===== src/rtl/fft_result_unpacker_pkg.sv =====
// Shared defaults and FSM encodings for the FFT result stream unpacker.
// Wire format: bins 0..FFT_SIZE-1, each sent as re then im, words MSB byte first.
package fft_result_unpacker_pkg;

    localparam int DEF_FFT_SIZE     = 16;
    localparam int DEF_WORD_SIZE    = 16;
    localparam int DEF_DATA_LENGTH  = 8;
    localparam int DEF_FRACTION     = 8;
    localparam int DEF_TIMEOUT_CLKS = 800;

    localparam int DEF_BPW         = DEF_WORD_SIZE / DEF_DATA_LENGTH;
    localparam int DEF_FRAME_BYTES = DEF_FFT_SIZE * 2 * DEF_BPW;

    localparam logic [1:0] ST_IDLE = 2'd0;
    localparam logic [1:0] ST_RECV = 2'd1;
    localparam logic [1:0] ST_DONE = 2'd2;

endpackage


===== src/rtl/fft_bin_ram.sv =====
// Single-write, single-registered-read bin RAM; a same-address read/write
// returns the contents from before the write.
module fft_bin_ram #(
    parameter int DEPTH = 16,
    parameter int WIDTH = 32
) (
    input  logic                     i_clk,
    input  logic                     i_rst,
    input  logic                     i_we,
    input  logic [$clog2(DEPTH)-1:0] i_waddr,
    input  logic [WIDTH-1:0]         i_wdata,
    input  logic [$clog2(DEPTH)-1:0] i_raddr,
    output logic [WIDTH-1:0]         o_rdata
);

    logic [WIDTH-1:0] mem_q [DEPTH];
    logic [WIDTH-1:0] rdata_q;

    // Storage is deliberately not reset; only the read register is.
    always_ff @(posedge i_clk) begin
        if (i_we) begin
            mem_q[i_waddr] <= i_wdata;
        end
    end

    always_ff @(posedge i_clk or negedge i_rst) begin
        if (!i_rst) begin
            rdata_q <= '0;
        end else begin
            rdata_q <= mem_q[i_raddr];
        end
    end

    assign o_rdata = rdata_q;

endmodule


===== src/rtl/fft_result_unpacker.sv =====
// Reassembles UART bytes into complex FFT bins, stores one frame of bins,
// and flags frame completion or abort (inter-byte timeout / UART error).
module fft_result_unpacker
    import fft_result_unpacker_pkg::*;
#(
    parameter int FFT_SIZE     = DEF_FFT_SIZE,
    parameter int WORD_SIZE    = DEF_WORD_SIZE,
    parameter int DATA_LENGTH  = DEF_DATA_LENGTH,
    parameter int TIMEOUT_CLKS = DEF_TIMEOUT_CLKS
) (
    input  logic                        i_clk,
    input  logic                        i_rst,
    input  logic [DATA_LENGTH-1:0]      i_byte,
    input  logic                        i_byte_valid,
    input  logic                        i_rx_error,
    input  logic [$clog2(FFT_SIZE)-1:0] i_rd_addr,
    output logic [WORD_SIZE-1:0]        o_rd_re,
    output logic [WORD_SIZE-1:0]        o_rd_im,
    output logic                        o_busy,
    output logic                        o_frame_done,
    output logic                        o_error,
    output logic [7:0]                  o_frame_count
);

    localparam int AW   = $clog2(FFT_SIZE);
    localparam int BPB  = 2 * (WORD_SIZE / DATA_LENGTH);
    localparam int BCW  = $clog2(BPB);
    localparam int TW   = $clog2(TIMEOUT_CLKS);
    localparam int ASMW = 2 * WORD_SIZE - DATA_LENGTH;

    logic [1:0]             state_q, state_d;
    logic [BCW-1:0]         byte_cnt_q, byte_cnt_d;
    logic [AW-1:0]          bin_q, bin_d;
    logic [TW-1:0]          tmo_q, tmo_d;
    logic [ASMW-1:0]        asm_q, asm_d;
    logic [7:0]             cnt_q, cnt_d;
    logic                   err_q, err_d;
    logic                   we;
    logic                   abort;
    logic [2*WORD_SIZE-1:0] wdata;
    logic [2*WORD_SIZE-1:0] rdata;

    // Holding only the bytes before the last one lets the final byte complete
    // {re, im} combinationally, so the bin is written in its arrival cycle.
    assign wdata = {asm_q, i_byte};

    always_comb begin
        state_d    = state_q;
        byte_cnt_d = byte_cnt_q;
        bin_d      = bin_q;
        tmo_d      = tmo_q;
        asm_d      = asm_q;
        cnt_d      = cnt_q;
        err_d      = 1'b0;
        we         = 1'b0;
        abort      = 1'b0;
        case (state_q)
            ST_RECV: begin
                if (i_rx_error) begin
                    abort = 1'b1;
                end else if (i_byte_valid) begin
                    asm_d = wdata[ASMW-1:0];
                    tmo_d = '0;
                    if (byte_cnt_q == BCW'(BPB - 1)) begin
                        we         = 1'b1;
                        byte_cnt_d = '0;
                        if (bin_q == AW'(FFT_SIZE - 1)) begin
                            bin_d   = '0;
                            cnt_d   = cnt_q + 1'b1;
                            state_d = ST_DONE;
                        end else begin
                            bin_d = bin_q + 1'b1;
                        end
                    end else begin
                        byte_cnt_d = byte_cnt_q + 1'b1;
                    end
                end else if (tmo_q == TW'(TIMEOUT_CLKS - 1)) begin
                    abort = 1'b1;
                end else begin
                    tmo_d = tmo_q + 1'b1;
                end
            end
            default: begin
                // IDLE and DONE both accept the first byte of a new frame.
                state_d = ST_IDLE;
                if (i_byte_valid) begin
                    asm_d      = wdata[ASMW-1:0];
                    byte_cnt_d = BCW'(1);
                    bin_d      = '0;
                    tmo_d      = '0;
                    state_d    = ST_RECV;
                end
            end
        endcase
        if (abort) begin
            state_d    = ST_IDLE;
            err_d      = 1'b1;
            byte_cnt_d = '0;
            bin_d      = '0;
            tmo_d      = '0;
        end
    end

    always_ff @(posedge i_clk or negedge i_rst) begin
        if (!i_rst) begin
            state_q    <= ST_IDLE;
            byte_cnt_q <= '0;
            bin_q      <= '0;
            tmo_q      <= '0;
            asm_q      <= '0;
            cnt_q      <= '0;
            err_q      <= 1'b0;
        end else begin
            state_q    <= state_d;
            byte_cnt_q <= byte_cnt_d;
            bin_q      <= bin_d;
            tmo_q      <= tmo_d;
            asm_q      <= asm_d;
            cnt_q      <= cnt_d;
            err_q      <= err_d;
        end
    end

    fft_bin_ram #(
        .DEPTH (FFT_SIZE),
        .WIDTH (2 * WORD_SIZE)
    ) u_ram (
        .i_clk   (i_clk),
        .i_rst   (i_rst),
        .i_we    (we),
        .i_waddr (bin_q),
        .i_wdata (wdata),
        .i_raddr (i_rd_addr),
        .o_rdata (rdata)
    );

    assign o_rd_re       = rdata[2*WORD_SIZE-1:WORD_SIZE];
    assign o_rd_im       = rdata[WORD_SIZE-1:0];
    assign o_busy        = (state_q == ST_RECV);
    assign o_frame_done  = (state_q == ST_DONE);
    assign o_error       = err_q;
    assign o_frame_count = cnt_q;

endmodule


===== config.mk =====
export PLATFORM = sky130hd
export DESIGN_NAME = fft_result_unpacker
export DESIGN_NICKNAME = d
export VERILOG_FILES = /design/src/rtl/fft_result_unpacker_pkg.sv /design/src/rtl/fft_bin_ram.sv /design/src/rtl/fft_result_unpacker.sv
export SDC_FILE = /design/constraint.sdc
export NUM_CORES = 1
export LEC_CHECK = 0
export CELL_PAD_IN_SITES_DETAIL_PLACEMENT = 1
export CELL_PAD_IN_SITES_GLOBAL_PLACEMENT = 1
export CORE_ASPECT_RATIO = 1.1
export CORE_MARGIN = 4
export CORE_UTILIZATION = 40
export CTS_CLUSTER_SIZE = 8
export DETAILED_ROUTE_END_ITERATION = 12
export PLACE_DENSITY_LB_ADDON = 0.15
export SYNTH_ARGS = -nofsm -noshare
export SYNTH_HDL_FRONTEND = slang
export SYNTH_SLANG_ARGS = --single-unit

===== constraint.sdc =====
create_clock -name i_clk -period 2.83 [get_ports i_clk]
set_clock_uncertainty 0.05 [all_clocks]
set_input_delay 0.566 -clock i_clk [delete_from_list [all_inputs] [get_ports i_clk]]
set_output_delay 0.566 -clock i_clk [all_outputs]
set_load 0.005 [all_outputs]

### Word-level counts from Yosys, hierarchy flattened

Memories as Yosys holds them, arrays and structs flattened. A register that Yosys moved wholly into a read port is not among the register bits.
Cells that the tools add are included.

* bits in writable memories: 512
* register bits: 51
* memories kept: 1
* output and inout bits: 43

Memories
* u_ram.mem_q: depth 16, bits a word 32, rd ports 1, clocked after Yosys merged registers in 1, write ports 1, RTL line fft_bin_ram.sv:16 `logic [WIDTH-1:0] mem_q [DEPTH];`

* equality and inequality tests: 11
* multiplexer cells: 40
* bitwise logic cells: 1
* reduce and logical (&&, ||, !) cells: 8
* add/sub/neg operators: 4

Operators with widths (count)
* two-way mux 24 bit: 3
* two-way mux 10 bit: 6
* two-way mux 4 bit: 7
* two-way mux 2 bit: 12
* two-way mux 1 bit: 12
* adder 10 x 1 -> 10 bit (second input constant): 1
* == test 10 bit (second input constant): 1
* adder 8 x 1 -> 8 bit (second input constant): 1
* AND reduction 4 bit: 2
* != test 3 x 1 -> 1 bit (second input constant): 2
* != test 3 x 2 -> 1 bit (second input constant): 2
* AND reduction 3 bit: 2
* nonzero test 3 bit: 2
* AND reduction 5 bit: 1
* adder 4 x 1 -> 4 bit (second input constant): 1
* == test 2 bit (second input constant): 2
* == test 4 bit (second input constant): 1
* != test 4 bit (second input constant): 1
* adder 2 x 1 -> 2 bit (second input constant): 1
* == test 2 x 1 -> 1 bit (second input constant): 1
* != test 2 bit (second input constant): 1
* logical NOT 1 bit: 1
* NOT 1 bit: 1

### Depth between registers and ports, before layout

* depth in word-level cells: 7
* gate-level depth with buffers: 6

### By module

A second synthesis with hierarchy kept.

* cell total of the unflattened synthesis: 1020
* area total of the unflattened synthesis: 22257.6 um^2

By module, submodules not included
* fft_bin_ram: instances 1, cells each 838, area each 19995.4 um^2, seq. area each 16175.5 um^2
* fft_result_unpacker: instances 1, cells each 182, area each 2262.2 um^2, seq. area each 1276.2 um^2

### Worst setup path after synthesis

OpenSTA, ideal clock, no wires.

* path kind: input port to flip-flop
* from: input port i_byte_valid
* to: register cnt_q[1] (netlist: o_frame_count[1])
* path slack: -0.063 ns
* stages: 4
* library setup time: 0.125 ns
* buffers on the path: 1
* data required time: 2.655 ns
* data arrival time: 2.719 ns
* cells stage by stage: buf_2 -> nand3b_1 -> nor4b_4 -> mux2_2

* cells in the longest elaborated chain, start to end: 1

RTL lines
* start, declared: RTL line fft_result_unpacker.sv:14 `input logic i_byte_valid,`
* AND reduction 5 bit (no source line)
* end signal, assigned: RTL line fft_result_unpacker.sv:119 `cnt_q <= cnt_d;`
* end, declared: RTL line fft_result_unpacker.sv:36 `logic [7:0] cnt_q, cnt_d;`

Every way passes these cells.
A chain may end at the register's enable or synchronous reset.

### Worst setup path in the final report

* from: register state_q[0]
* to: output port o_busy

* cells in the longest elaborated chain, start to end: 1

RTL lines
* start, declared: RTL line fft_result_unpacker.sv:31 `logic [1:0] state_q, state_d;`
* start signal, assigned: RTL line fft_result_unpacker.sv:114 `state_q <= state_d;`
* == test 2 x 1 -> 1 bit: RTL line fft_result_unpacker.sv:139 `assign o_busy = (state_q == ST_RECV);`
* end, declared: RTL line fft_result_unpacker.sv:19 `output logic o_busy,`

Every way passes these cells.

==> flow_results.org <==
** Status
- Result of the run :: complete, no violations

** Global routing
- The first global-routing pass estimated roughly 79 mm of wire.
- In the global route stage, overall resource usage came out at 0.177.
- Total grt overflow :: 0
- The initial antenna violation count came to 0.
- Via count of the first global-routing pass :: 11500
- Maximum number of pins on one net before global-route repair :: 43

** STA
- Setup repair after global routing left no endpoint under its margin.
- The total count of hold-check failures in the final report was 0.
- Post-route fraction of the period consumed by the critical path :: 0.893
- Number of pins with negative max-slew slack in the final report :: 0
- Slew Limit Headroom :: 0.441
- Timing would allow up to 396 MHz.
- Setup violations remaining at the end of the flow were counted as 0.
- For the pin with the worst max-slew slack, the measured transition is between 0.8 and 0.9 ns.
- Final period demand of the worst path :: roughly 2.5 ns

** Floorplan
- The die is 258 µm tall.
- The floorplan has between 90 and 100 rows.
- Floorplan core area :: between 50000 and 60000 µm²
- In this run the horizontal extent of the chip is between 200 and 250 µm.
- Die Outline Area :: 60600 µm²
- Total I/O pin count :: between 50 and 60
- The initial utilization of the core area, before any placement, comes to 0.404.

** Clock tree
- After clock tree synthesis, the clock-pin slew on the worst setup and hold paths is ~0.05 ns.
- CTS Sinks :: roughly 600
- Number of buffers inserted to repair setup after CTS :: 0
- Source-to-sink clock delay at the later pin of the worst-skew pair :: slightly above 0.6 ns
- Number of CTS-inserted buffers :: 84
- CTS tree :: built
- In this run the deepest clock path goes through 3 buffers.
- The tree is rooted in a sky130_fd_sc_hd__clkbuf_16.
- The clock tree synthesis step divided the H-tree into 3 levels.

** Finish
- At the end of the flow the core is filled with cells to 0.490.
- The area growth from synthesis to layout is 21.3%.
- Final layout net count :: between 1000 and 1500
- Antenna cells :: 0
- Share of layout cells above drive strength 1 :: 0.267

** Critical path
- Kind of end point of the critical path :: output pin
- Slowest Stage Delay on Critical Path :: 0.54 ns
- On the critical path, the stage with the largest delay is an instance of sky130_fd_sc_hd__clkdlybuf4s50_1.
- Of all nets on the critical path, the largest fanout is 9.
- Counting both buffers and inverters, the worst setup path holds a total of 2.
- Critical Path AT :: roughly 1.9 ns
- The worst setup path is launched from a flip-flop.
- Grouping stages by cell kind, the critical path spends the most delay in buffers and inverters.
- Critical setup path kind :: reg2out
- Data on the critical path is required at its endpoint by approximately 2.2 ns.
- The signal on the critical path passes through nand2b_1 -> clkinv_1 -> clkdlybuf4s50_1.

** Detailed routing
- Detailed Route Iter0 Violations :: between 800 and 900
- After detailed routing, the number of remaining DRC violations is 0.
- Detailed-router iteration count before antenna repair :: 4
- Vias per inst :: between 5 and 6
- Via total after detailed routing :: about 10000
- Post-detailed-route count of antenna-violating nets :: 0
- After detailed routing, the average wire length per cell comes to 27.1 µm.
- Routed wire length :: between 50 and 60 mm

** Pwr
- Design Power :: between 20 and 25 mW
- Max IR drop VDD :: between 0.4 and 0.5 mV
- In this run the static leakage power is 9.22 nW.
- Power Density :: 757 nW/µm²

** Synthesis
- Distinct cells, synth :: 46
- Synth Flop Type :: sky130_fd_sc_hd__edfxtp_1
- Portion of synthesized cell area occupied by the leading cell type :: 0.678
- By area the synthesized netlist is led by sky130_fd_sc_hd__edfxtp_1 (68%), sky130_fd_sc_hd__mux4_2 (11%), sky130_fd_sc_hd__dfrtp_1 (9.2%), sky130_fd_sc_hd__mux4_1 (5.8%), sky130_fd_sc_hd__mux2_2 (1.2%).
- Syn_nets :: 980
- For this run, asynchronously set or reset flops after synthesis account for 0.139.
- Post-Syn Area per Cell :: between 20 and 25 µm²
- Cell type contributing the most total cell area after synthesis :: sky130_fd_sc_hd__edfxtp_1
- Count of flip-flops with a built-in enable after synthesis :: between 500 and 600
- Share of synthesized area occupied by flip-flops and latches :: 0.770
- Gate count of the mapped netlist :: 957
- Yosys synthesis warning count :: 0
- Number of synthesized register bits :: 595
- Cell area after synthesis :: between 20000 and 25000 µm²

** Placement
- Count of buffers inserted at the top-level ports :: between 50 and 60
- The wire-length estimate of the detail-placed layout is ~34 mm.
- Final RePlAce weighted congestion :: 0.748

** Hold path
- Kind of path behind the tightest hold check :: in2async

** Flow run
- Maxcap violations :: 0
## stage by stage
stage | TNS (ns) | std cells | hold WS (ns) | setup slack (ns) | cell area, µm²
2_1_floorplan | -0.203 | 957 | 0.220 | -0.0505 | 22700
3_3_place_gp | 0 | 1792 | 0.411 | 0.0499 | 25000
3_5_place_dp | -0.320 | 1792 | 0.409 | -0.0141 | 25000
4_1_cts | 0 | 1948 | 0.282 | 0.262 | 27500
5_1_grt | 0 | 1948 | 0.327 | 0.183 | 27500
6_report | 0 | 1948 | 0.312 | 0.303 | 27500
## layer usage
metal | up-vias | wire, µm | global-route usage
met4 | 0 | 971 | 0.0528
li1 | 4464 | - | -
met5 | - | 0 | 0
met3 | 60 | 2460 | 0.0330
met1 | 5680 | 23000 | 0.245
met2 | 251 | 26400 | 0.291
## flip-flops by register name (all words and copies together) (netlist names)
name	count
tmo_q	10
o_frame_count	8
u_ram.o_rdata	32
state_q	2
u_ram.mem_q	512
o_error	1
bin_q	4
asm_q	24
byte_cnt_q	2
## worst register-to-register path: stages (launching register included)
cell and delay (ns):
sky130_fd_sc_hd__dfrtp_1 0.38, sky130_fd_sc_hd__ha_1 0.27, sky130_fd_sc_hd__inv_1 0.14, sky130_fd_sc_hd__or3_1 0.49, sky130_fd_sc_hd__nor3_1 0.25, sky130_fd_sc_hd__buf_4 0.19, sky130_fd_sc_hd__and2_2 0.23, sky130_fd_sc_hd__buf_12 0.20
## final cells by class
cell class,count,area (µm²)
Inverter,11,41.3
Sequential cell,595,17500
Clock inverter,4,78.8
Fill cell,4891,28600
Timing Repair Buffer,134,1670
Tap cell,744,931
Clock buffer,151,2420
Multi-Input combinational cell,309,4910
## where the power goes
part / internal, mW / switching [mW] / total, mW
logic: 0.458 / 0.398 / 0.855
registers: 10.1 / 0.498 / 10.6
clock network: 5.82 / 3.58 / 9.41
total: 16.3 / 4.48 / 20.8
## what timing repair did
item | 4_1_cts | 5_1_grt
hold buffers | 1 | 0
endpoints found under the hold margin | 11 | 0
resized for setup | 0 | 0
## cells by family after synthesis
group	share of synthesized area
compound gates	0.00977
xor+xnor	0.00348
fa+ha+maj	0.00386
buf+inv	0.0143
flops	0.770
mux	0.180
simple gates	0.0192
## cell usage in the layout (no fill, tap or decap), types with 2 or more instances in the layout
| cell | count |
|---|---|
| sky130_fd_sc_hd__mux2_2 | 25 |
| sky130_fd_sc_hd__clkbuf_1 | 64 |
| sky130_fd_sc_hd__buf_12 | 42 |
| sky130_fd_sc_hd__clkdlybuf4s50_1 | 53 |
| sky130_fd_sc_hd__nand3_1 | 6 |
| sky130_fd_sc_hd__dfrtp_1 | 83 |
| sky130_fd_sc_hd__o22ai_1 | 3 |
| sky130_fd_sc_hd__inv_1 | 10 |
| sky130_fd_sc_hd__buf_4 | 35 |
| sky130_fd_sc_hd__buf_2 | 2 |
| sky130_fd_sc_hd__a211o_1 | 2 |
| sky130_fd_sc_hd__nor3_1 | 10 |
| sky130_fd_sc_hd__clkbuf_16 | 87 |
| sky130_fd_sc_hd__nand2b_1 | 2 |
| sky130_fd_sc_hd__and2_2 | 15 |
| sky130_fd_sc_hd__edfxtp_1 | 512 |
| sky130_fd_sc_hd__ha_1 | 7 |
| sky130_fd_sc_hd__o21ai_0 | 5 |
| sky130_fd_sc_hd__nor2_1 | 4 |
| sky130_fd_sc_hd__mux4_1 | 50 |
| sky130_fd_sc_hd__and3_1 | 5 |
| sky130_fd_sc_hd__o21a_1 | 2 |
| sky130_fd_sc_hd__xnor2_1 | 7 |
| sky130_fd_sc_hd__inv_16 | 2 |
| sky130_fd_sc_hd__o211ai_1 | 2 |
| sky130_fd_sc_hd__nand2_1 | 17 |
| sky130_fd_sc_hd__mux4_2 | 110 |
| sky130_fd_sc_hd__nand4_1 | 8 |
| sky130_fd_sc_hd__nand3b_1 | 2 |
| sky130_fd_sc_hd__a31oi_1 | 9 |
| sky130_fd_sc_hd__xor2_1 | 2 |
## final timing paths
check / start / end / slack (ns) / depth (start not counted)
max reg2reg: byte_cnt_q[0]$_DFFE_PN0P_ / u_ram.mem_q[3][12]$_DFFE_PP_ / 0.33 / 7
min: i_rst / u_ram.o_rdata[5]$_DFF_PN0_ / 0.31 / 2
min reg2reg: o_frame_count[7]$_DFFE_PN0P_ / o_frame_count[7]$_DFFE_PN0P_ / 0.43 / 1
max in group asynchronous: i_rst / u_ram.o_rdata[31]$_DFF_PN0_ / 1.81 / 3
max: state_q[0]$_DFFE_PN0P_ / o_busy / 0.30 / 3
min in group i_clk: o_frame_count[7]$_DFFE_PN0P_ / o_frame_count[7]$_DFFE_PN0P_ / 0.43 / 1
## synth_stat cells (3+ instances only)
master	count
sky130_fd_sc_hd__mux4_2	110
sky130_fd_sc_hd__nand4_1	8
sky130_fd_sc_hd__dfrtp_1	83
sky130_fd_sc_hd__edfxtp_1	512
sky130_fd_sc_hd__mux2_2	25
sky130_fd_sc_hd__o21ai_0	5
sky130_fd_sc_hd__buf_8	3
sky130_fd_sc_hd__xnor2_1	7
sky130_fd_sc_hd__buf_1	3
sky130_fd_sc_hd__ha_1	7
sky130_fd_sc_hd__clkbuf_1	17
sky130_fd_sc_hd__inv_1	10
sky130_fd_sc_hd__mux4_1	50
sky130_fd_sc_hd__buf_2	8
sky130_fd_sc_hd__nand3_1	6
sky130_fd_sc_hd__nor3_1	10
sky130_fd_sc_hd__o22ai_1	3
sky130_fd_sc_hd__a31oi_1	9
sky130_fd_sc_hd__buf_6	11
sky130_fd_sc_hd__and2_1	15
sky130_fd_sc_hd__and3_1	5
sky130_fd_sc_hd__nor2_1	4
sky130_fd_sc_hd__nand2_1	17
Power figures use the tool's default switching activity.
